==> config.mk <==
export PLATFORM = sky130hd
export DESIGN_NAME = soqpsk_lut_addr_gen
export DESIGN_NICKNAME = d
export VERILOG_FILES = /design/src/rtl/soqpsk_lut_addr_gen.sv
export SDC_FILE = /design/constraint.sdc
export NUM_CORES = 1
export LEC_CHECK = 0
export ABC_AREA = 1
export BUFFER_PORTS_ARGS = -buffer_cell sky130_fd_sc_hd__buf_2
export CAP_MARGIN = 20
export CORE_ASPECT_RATIO = 0.75
export CORE_MARGIN = 2
export CORE_UTILIZATION = 25
export CTS_CLUSTER_DIAMETER = 40
export DETAILED_ROUTE_END_ITERATION = 16
export GPL_ROUTABILITY_DRIVEN = 0
export SYNTH_ARGS = -nofsm -noshare
export SYNTH_HDL_FRONTEND = slang
export SYNTH_SLANG_ARGS = --single-unit
==> constraint.sdc <==
create_clock -name clock -period 1.85 [get_ports clock]
set_input_delay 0.37 -clock clock [delete_from_list [all_inputs] [get_ports clock]]
set_output_delay 0.37 -clock clock [all_outputs]
set_load 0.01 [all_outputs]
==> src/rtl/soqpsk_lut_addr_gen.sv <==
// soqpsk_lut_addr_gen
// ROM address generator for the 512x14 SOQPSK waveform lookup table.
// A serial bit stream enters through a 4-deep, 1-bit FIFO. One bit is popped
// per symbol and turned into a ternary alpha value. The ROM address is
// {ctx[4:0], sample_index}, registered once per sample tick while run is high.
//
// Build option SOQPSK_PRECODE_EN:
//   defined   - the SOQPSK-TG ternary precoder drives alpha (+1 / 0 / -1).
//   undefined - plain OQPSK: alpha follows the data bit (+1 / -1). Alpha is 0
//               only on underrun. Symbol parity still toggles so the context
//               field keeps the same layout.
module soqpsk_lut_addr_gen #(
    parameter int SPS_LOG2 = 4,
    parameter int ADDR_W   = 9
) (
    input  logic              clock,
    input  logic              aclr,
    input  logic              tick,
    input  logic              run,
    input  logic              in_bit,
    input  logic              in_valid,
    output logic              in_ready,
    output logic [ADDR_W-1:0] address,
    output logic              addr_valid,
    output logic              sym_strobe,
    output logic              underrun
);

    // Ternary alpha codes. The code 2'b10 is never produced.
    localparam logic [1:0] TERN_ZERO = 2'b00;
    localparam logic [1:0] TERN_POS  = 2'b01;
    localparam logic [1:0] TERN_NEG  = 2'b11;

    localparam logic [2:0]          FIFO_DEPTH = 3'd4;
    localparam logic [SPS_LOG2-1:0] CNT_ZERO   = SPS_LOG2'(0);
    localparam logic [SPS_LOG2-1:0] CNT_ONE    = SPS_LOG2'(1);

`ifdef SOQPSK_PRECODE_EN
    // SOQPSK-TG precoder, expressed on bits (1 = +1, 0 = -1).
    // alpha = 0 when a_k == a_{k-2}. Otherwise alpha = s * a_{k-1} * a_k,
    // where s = +1 for odd symbols (p = 1) and -1 for even symbols (p = 0).
    // The product is negative when an odd number of its factors are -1.
    // That reduces to ~(p ^ a_{k-1} ^ a_k).
    function automatic logic [1:0] precode_alpha(
        input logic a_k,
        input logic a_km1,
        input logic a_km2,
        input logic p
    );
        logic neg;
        neg = ~(p ^ a_km1 ^ a_k);
        if (a_k == a_km2) begin
            precode_alpha = TERN_ZERO;
        end else if (neg) begin
            precode_alpha = TERN_NEG;
        end else begin
            precode_alpha = TERN_POS;
        end
    endfunction
`else
    // Plain OQPSK mapping: the data bit selects +1 or -1 directly.
    function automatic logic [1:0] plain_alpha(input logic a_k);
        if (a_k) begin
            plain_alpha = TERN_POS;
        end else begin
            plain_alpha = TERN_NEG;
        end
    endfunction
`endif

    // ------------------------------------------------------------------
    // State
    // ------------------------------------------------------------------
    logic [3:0]          fifo_mem_r;
    logic [1:0]          wr_ptr_r;
    logic [1:0]          rd_ptr_r;
    logic [2:0]          fifo_cnt_r;
    logic [SPS_LOG2-1:0] cnt_r;
    logic                p_r;          // parity of the next symbol to be coded
    logic [4:0]          ctx_r;        // {alpha_prev, alpha_cur, p_cur} now in effect
`ifdef SOQPSK_PRECODE_EN
    logic                a_km1_r;      // a_{k-1}, 1 = +1
    logic                a_km2_r;      // a_{k-2}, 1 = +1
`endif

    // ------------------------------------------------------------------
    // Combinational control
    // ------------------------------------------------------------------
    logic                step_s;
    logic                boundary_s;
    logic                fifo_empty_s;
    logic                push_s;
    logic                pop_s;
    logic                starve_s;
    logic                head_bit_s;
    logic [1:0]          alpha_new_s;
    logic [4:0]          ctx_next_s;
    logic [ADDR_W-1:0]   addr_next_s;

    assign step_s       = tick & run;
    assign boundary_s   = step_s & (cnt_r == CNT_ZERO);
    assign fifo_empty_s = (fifo_cnt_r == 3'd0);
    assign in_ready     = (fifo_cnt_r < FIFO_DEPTH);
    assign push_s       = in_valid & in_ready;
    // No bypass: a pop only ever sees bits pushed in earlier cycles.
    assign pop_s        = boundary_s & ~fifo_empty_s;
    assign starve_s     = boundary_s & fifo_empty_s;
    assign head_bit_s   = fifo_mem_r[rd_ptr_r];

    // Alpha for the symbol starting now. Zero on underrun or when no symbol starts.
    always_comb begin
        alpha_new_s = TERN_ZERO;
        if (pop_s) begin
`ifdef SOQPSK_PRECODE_EN
            alpha_new_s = precode_alpha(head_bit_s, a_km1_r, a_km2_r, p_r);
`else
            alpha_new_s = plain_alpha(head_bit_s);
`endif
        end else begin
            alpha_new_s = TERN_ZERO;
        end
    end

    // Context taking effect this cycle. It shifts alpha_cur into alpha_prev
    // at every boundary, including underrun boundaries.
    always_comb begin
        ctx_next_s = ctx_r;
        if (boundary_s) begin
            ctx_next_s = {ctx_r[2:1], alpha_new_s, p_r};
        end else begin
            ctx_next_s = ctx_r;
        end
    end

    assign addr_next_s = {ctx_next_s, cnt_r};

    // ------------------------------------------------------------------
    // Sequential logic
    // ------------------------------------------------------------------

    // FIFO storage, pointers and occupancy.
    always_ff @(posedge clock or posedge aclr) begin
        if (aclr) begin
            fifo_mem_r <= 4'b0000;
            wr_ptr_r   <= 2'd0;
            rd_ptr_r   <= 2'd0;
            fifo_cnt_r <= 3'd0;
        end else begin
            if (push_s) begin
                fifo_mem_r[wr_ptr_r] <= in_bit;
                wr_ptr_r             <= wr_ptr_r + 2'd1;
            end
            if (pop_s) begin
                rd_ptr_r <= rd_ptr_r + 2'd1;
            end
            case ({push_s, pop_s})
                2'b10:   fifo_cnt_r <= fifo_cnt_r + 3'd1;
                2'b01:   fifo_cnt_r <= fifo_cnt_r - 3'd1;
                default: fifo_cnt_r <= fifo_cnt_r;
            endcase
        end
    end

    // In-symbol sample counter. It is parked at 0 while run is low, so the
    // next running tick always opens a fresh symbol.
    always_ff @(posedge clock or posedge aclr) begin
        if (aclr) begin
            cnt_r <= CNT_ZERO;
        end else if (step_s) begin
            cnt_r <= cnt_r + CNT_ONE;
        end else if (!run) begin
            cnt_r <= CNT_ZERO;
        end else begin
            cnt_r <= cnt_r;
        end
    end

    // Symbol parity. It advances only on symbols that carry data.
    always_ff @(posedge clock or posedge aclr) begin
        if (aclr) begin
            p_r <= 1'b0;
        end else if (pop_s) begin
            p_r <= ~p_r;
        end else begin
            p_r <= p_r;
        end
    end

`ifdef SOQPSK_PRECODE_EN
    // Precoder data history. It is left unchanged on underrun symbols.
    always_ff @(posedge clock or posedge aclr) begin
        if (aclr) begin
            a_km1_r <= 1'b1;
            a_km2_r <= 1'b1;
        end else if (pop_s) begin
            a_km2_r <= a_km1_r;
            a_km1_r <= head_bit_s;
        end else begin
            a_km1_r <= a_km1_r;
            a_km2_r <= a_km2_r;
        end
    end
`endif

    // Context register plus the registered ROM address and its strobes.
    always_ff @(posedge clock or posedge aclr) begin
        if (aclr) begin
            ctx_r      <= 5'b00000;
            address    <= {ADDR_W{1'b0}};
            addr_valid <= 1'b0;
            sym_strobe <= 1'b0;
            underrun   <= 1'b0;
        end else begin
            if (step_s) begin
                ctx_r   <= ctx_next_s;
                address <= addr_next_s;
            end
            addr_valid <= step_s;
            sym_strobe <= boundary_s;
            underrun   <= starve_s;
        end
    end

endmodule

# [Word level (Yosys, flattened, before mapping)]
# Index checks and enable logic that the tools add are counted.
[totals] output_inout_bits=13 latchBits=0 mem_bits_rw=0 mem_count=0 reg_bits=33 rom_bits=0 wordCells=45 input_bits=6
[classes] n_eq_ne=3 n_mul=0 n_mux=11 n_shift=0 bitwise=7 n_div=0 addsub=5 reduce_logical=4 magnitude_cmp=4
[ops] op="$mux W4" count=2
[ops] op="$lt A2 B3 Y1 const B" count=2
[ops] op="$pmux W3 S2" count=1
[ops] op="$and A1 B1 Y1" count=5
[ops] op="$mux W5" count=1
[ops] op="$add A2 B1 Y2 const B" count=2
[ops] op="$add A4 B1 Y4 const B" count=1
[ops] op="$bwmux W4" count=1
[ops] op="$logic_not A4 Y1" count=1
[ops] op="$mux W2" count=2
[ops] op="$add A3 B1 Y3 const B" count=1
[ops] op="$logic_not A3 Y1" count=1
[ops] op="$lt A3 B3 Y1 const B" count=1
[ops] op="$sub A3 B1 Y3 const B" count=1
[ops] op="$bmux W1 S2" count=1
[ops] op="$demux W1 S2" count=1
[ops] op="$eq A2 B1 Y1 const B" count=1
[ops] op="$eq A2 B2 Y1 const B" count=1
[ops] op="$ge A2 B1 Y1 const B" count=1
[ops] op="$mux W1" count=2
[ops] op="$ne A2 B1 Y1 const B" count=1
[ops] op="$not A1 Y1" count=2
[ops] op="$reduce_bool A2 Y1" count=1
[ops] op="$logic_and A1 B1 Y1" count=1

# [Logic depth before layout (Yosys ltp)]
[depth] word_depth=5 mapped_depth=13 mapped_depth_nobuf=13

# [Worst setup path before layout]
# OpenSTA, ideal clock, no wires.
[synth_path] path_kind="reg2reg" start="register cnt_r[0]" end="register fifo_cnt_r[2]" n_path_buf=0 stages_incl_launch_ff=13 period_less_slack_ns=1.999 setup_time_ns=0.128 arrival_ns=1.871 required_ns=1.722 slack_ns=-0.149 cell_sequence="dfrtp_1 > inv_1 > ha_1 > inv_1 > nor2_1 > nand2_4 > nor2_4 > ha_1 > inv_1 > fa_1 > nand2_1 > nand3b_1 > xor2_1"
[synth_between] elab_chain_len=5 elab_cells_between_ends=7 cone_classes="eq/ne (2); mux (1); bitwise (2); reduce/logical (2)"
[synth_lines] item="start, declared" line_no="78" source="logic [SPS_LOG2-1:0] cnt_r;"
[synth_lines] item="start signal, assigned" line_no="170" source="cnt_r <= cnt_r + CNT_ONE;"
[synth_lines] item="start signal, assigned" line_no="174" source="cnt_r <= cnt_r;"
[synth_lines] item="$logic_not A4 Y1 *" line_no="101" source="assign boundary_s = step_s & (cnt_r == CNT_ZERO);"
[synth_lines] item="$and A1 B1 Y1 *" line_no="101"
[synth_lines] item="$and A1 B1 Y1 *" line_no="106" source="assign pop_s = boundary_s & ~fifo_empty_s;"
[synth_lines] item="$eq A2 B1 Y1 / $eq A2 B2 Y1 (equally long branches)" line_no="156" source="case ({push_s, pop_s})"
[synth_lines] item="$pmux W3 S2 / $reduce_bool A2 Y1 (equally long branches)"
[synth_lines] item="end signal, assigned" line_no="157" source="2'b10: fifo_cnt_r <= fifo_cnt_r + 3'd1;"
[synth_lines] item="end signal, assigned" line_no="158" source="2'b01: fifo_cnt_r <= fifo_cnt_r - 3'd1;"
[synth_lines] item="end signal, assigned" line_no="159" source="default: fifo_cnt_r <= fifo_cnt_r;"
[synth_lines] item="end, declared" line_no="77" source="logic [2:0] fifo_cnt_r;"
# Every way passes the cells marked *; elsewhere a longest branch is shown, timed or not.
# A chain may end at the register's enable or synchronous reset.

# [Worst setup path after layout]
# Ends and elaborated chain as after synthesis.

==> impl_metrics.py <==
metrics = {
    "sta": {
        "min_period_ns": 1.83,
        "final-hold-violation-count": 0,
        "setup_viol": 0,
        "fin_crit_sh_pct": 98.8,
        "maxSlewHeadroom_pct": 76.3,
        "rsz0062_at_grt": "yes",
        "finalSetupTns_ns": 0,
        "max_freq_mhz": 547,
        "worst_pin_slew_ns": 0.353,
        "report.final.slew_viol_count": 0,
        "clock_skew_ns": 0.00333,
    },
    "final_layout": {
        "regArea_um2": 701,
        "drive_gt1_share_pct": 30.2,
        "area_delta_synth_final_pct": 30.8,
        "nNetsFinal": 194,
        "multiInputGateArea_um2": 566,
        "num_antenna_cells": 0,
        "fillers": 506,
    },
    "logic_synthesis": {
        "ys_warn_count": 0,
        "yosys.area_share.adder_pct": 8.21,
        "yosysUniqueCellTypes": 19,
        "synth_top_family_by_area": "simple AND/OR/NAND/NOR gates",
        "ys_seq_area_share_pct": 53.5,
        "synth.cell_area_um2": 1310,
        "syn_nets": 156,
        "synth_xor_area_share_pct": 2.67,
        "postSynthRegisterBits": 28,
        "syn_inst": 142,
        "synth_mux_area_share_pct": 0,
        "synth_compound_area_share_pct": 6.11,
        "syn_area_per_cell_um2": 9.23,
        "synthSimpleGateAreaFrac_pct": 23.2,
    },
    "critical_path": {
        "crit_path_start_kind": "register",
        "arrival_ns": 1.99,
        "cpMostUsedCell": "inv_2",
        "max_stage_delay_ns": 0.39,
        "endpoint_kind": "register",
        "cp_cell_sequence": "inv_2 -> ha_4 -> inv_2 -> nor2_4 -> nand2_4 -> nor2_4 -> ha_4 -> inv_2 -> fa_2 -> nand2_1 -> nand3b_1 -> xor2_1",
        "slowest_stage": "dfrtp_1",
        "crit_required_ns": 2.02,
        "crit_fanout": 2,
        "path_class": "reg -> reg",
    },
    "grt": {
        "grt_max_degree": 29,
        "grt_pass1_vias": 903,
        "grt_pass1_wl_um": 4130,
        "grt.overflow.total": 0,
        "track_usage_pct": 9.22,
        "grt_antenna_before_repair": 0,
    },
    "die": {
        "die_h_um": 66.7,
        "start_util_pct": 26.3,
        "core_um2": 4980,
        "die_area_um2": 5840,
        "pin_count": 19,
        "die_x_um": 87.6,
        "num_rows": 22,
    },
    "cts": {
        "cts-root-buf": "clkbuf_8",
        "clk_latency_ns": 0.27,
        "numCtsBuffers": 3,
        "postCtsHoldBufs": 0,
        "ctsLongestPathBuffers": 2,
        "cts.sinks": 28,
        "path_clk_slew_ns": 0.09,
        "cts_tree": "yes",
        "htree_levels": 1,
    },
    "power_and_ir_drop": {
        "combPwrFrac_pct": 33.9,
        "power.switching_mw": 0.740,
        "ir_drop_mv": 0.620,
        "pwr-share-seq_pct": 44.1,
        "p_total_mw": 2.15,
        "power_density_nw_per_um2": 1260,
        "p_leak_nw": 0.886,
        "swShare_pct": 34.3,
        "p_int_mw": 1.41,
        "p_clk_share_pct": 22.1,
    },
    "outcome": {
        "status": "finished, final reports clean",
    },
    "route": {
        "num_vias": 991,
        "wire_per_inst_um": 9.86,
        "viasPerCell": 3.95,
        "dr.pass1.iters": 4,
        "drtIter0Drc": 50,
        "wl_um": 2480,
        "remaining_drc_errors": 0,
        "ant_nets": 0,
    },
    "run": {
        "drv_cap": 0,
    },
    "place": {
        "dp_hpwl_um": 1780,
        "port-buffer-count": 18,
    },
    "min_path": {
        "hp-class": "in -> async",
    },
}
[path summary, 6_finish.rpt]
kind / slack, ns / cells after the start / end / start
worst max-delay path: 0.02 / 12 / fifo_cnt_r[2] / cnt_r[0]
worst min-delay path: 0.14 / 3 / address[0] / aclr
worst max register to register: 0.02 / 12 / fifo_cnt_r[2] / cnt_r[0]
worst min register to register: 0.48 / 2 / address[8] / address[8]
max in group asynchronous: 1.44 / 3 / p_r / aclr
min in group clock: 0.41 / 3 / fifo_mem_r[0] / in_bit
[registers in the layout (all words and copies together) (netlist names)]
name	flops
addr_valid	1
address	9
cnt_r	4
fifo_cnt_r	3
fifo_mem_r	4
p_r	1
rd_ptr_r	2
sym_strobe	1
underrun	1
wr_ptr_r	2
[cells in the mapped netlist]
cell type	n	area share [%]
nand2_1	38	11
ha_1	7	6.7
o21a_1	1	0.57
nor3_1	2	0.76
o21bai_1	1	0.57
a21oi_1	1	0.38
nor2_4	3	2.6
xnor2_1	1	0.67
dfrtp_1	28	53
inv_1	22	6.3
nand3_1	7	2.7
nand2_2	2	0.95
xor2_1	3	2.0
nand2_4	2	1.7
nor2_1	9	2.6
nand3b_1	1	0.57
fa_1	1	1.5
nand4_1	1	0.48
o21ai_0	12	4.6
[worst max-delay path, delay by kind of cell, from the launching register on]
kind | cells | cell delay, ns
XOR/XNOR | 1 | 0.14
adder cells (fa/ha/maj) | 3 | 0.62
buffers and inverters | 3 | 0.17
flip-flops | 1 | 0.39
AND/OR/NAND/NOR | 5 | 0.40
[cell type report]
type,instances,area share (%)
Sequential cell,28,40.9
Multi-Input combinational cell,92,33.0
Timing Repair Buffer,33,11.8
Tap cell,72,5.26
Inverter,22,4.82
Clock buffer,3,2.41
Clock inverter,1,1.75
[what timing repair did]
action,CTS,global route
setup buffers,3,2
cloned,0,0
pin swaps,5,0
gates resized for setup,1,3
setup endpoints to repair,2,2
[routing by layer]
layer | vias up | track usage [%] | wire length, um
met5 | - | 0 | 0
met4 | 0 | 1.73 | 16
met3 | 2 | 3.35 | 100
met2 | 17 | 12.9 | 1020
met1 | 460 | 13.6 | 1340
li1 | 512 | - | -
[cell families (layout without fill, tap and decap cells)]
group	after synthesis	after routing
XOR/XNOR	4	4
flip-flops	28	28
buffers and inverters	22	59
adder cells (fa/ha/maj)	8	8
AO/OA/AOI/OAI	15	15
AND/OR/NAND/NOR	65	65
[power groups by stage]
stage                     registers [mW]  clock network, mW  logic [mW]
final                              0.949              0.475       0.730
after detailed placement           0.956                  0       0.689
after global placement             0.954                  0       0.672
after global routing               0.980              0.511       0.841
after floorplan                    0.958                  0       0.461
after CTS                          0.949              0.493       0.712
[stage by stage]
stage	utilization (%)	setup slack [ns]	area [um2]	instances	hold slack, ns
floorplan	-	-0.0438	1340	142	0.435
global placement	31.9	-0.0108	1590	242	0.454
detailed placement	31.9	-0.0505	1590	242	0.459
CTS	34.0	0.0195	1690	249	0.155
global route	34.4	-0.126	1710	251	0.174
finish	34.4	0.0231	1710	251	0.142
[layout by cell type (no fill, tap or decap)]
cell type  instances
a21oi_1            1
buf_2             18
buf_4             15
bufinv_16          1
clkbuf_8           3
dfrtp_1           28
fa_2               1
ha_1               5
ha_4               2
inv_1             17
inv_2              5
nand2_1           38
nand2_2            2
nand2_4            2
nand3_1            7
nand3b_1           1
nand4_1            1
nor2_1             8
nor2_4             4
nor3_1             2
o21a_1             1
o21ai_0           11
o21ai_2            1
o21bai_1           1
xnor2_1            1
xor2_1             3
(Power assumes the default switching activity.)
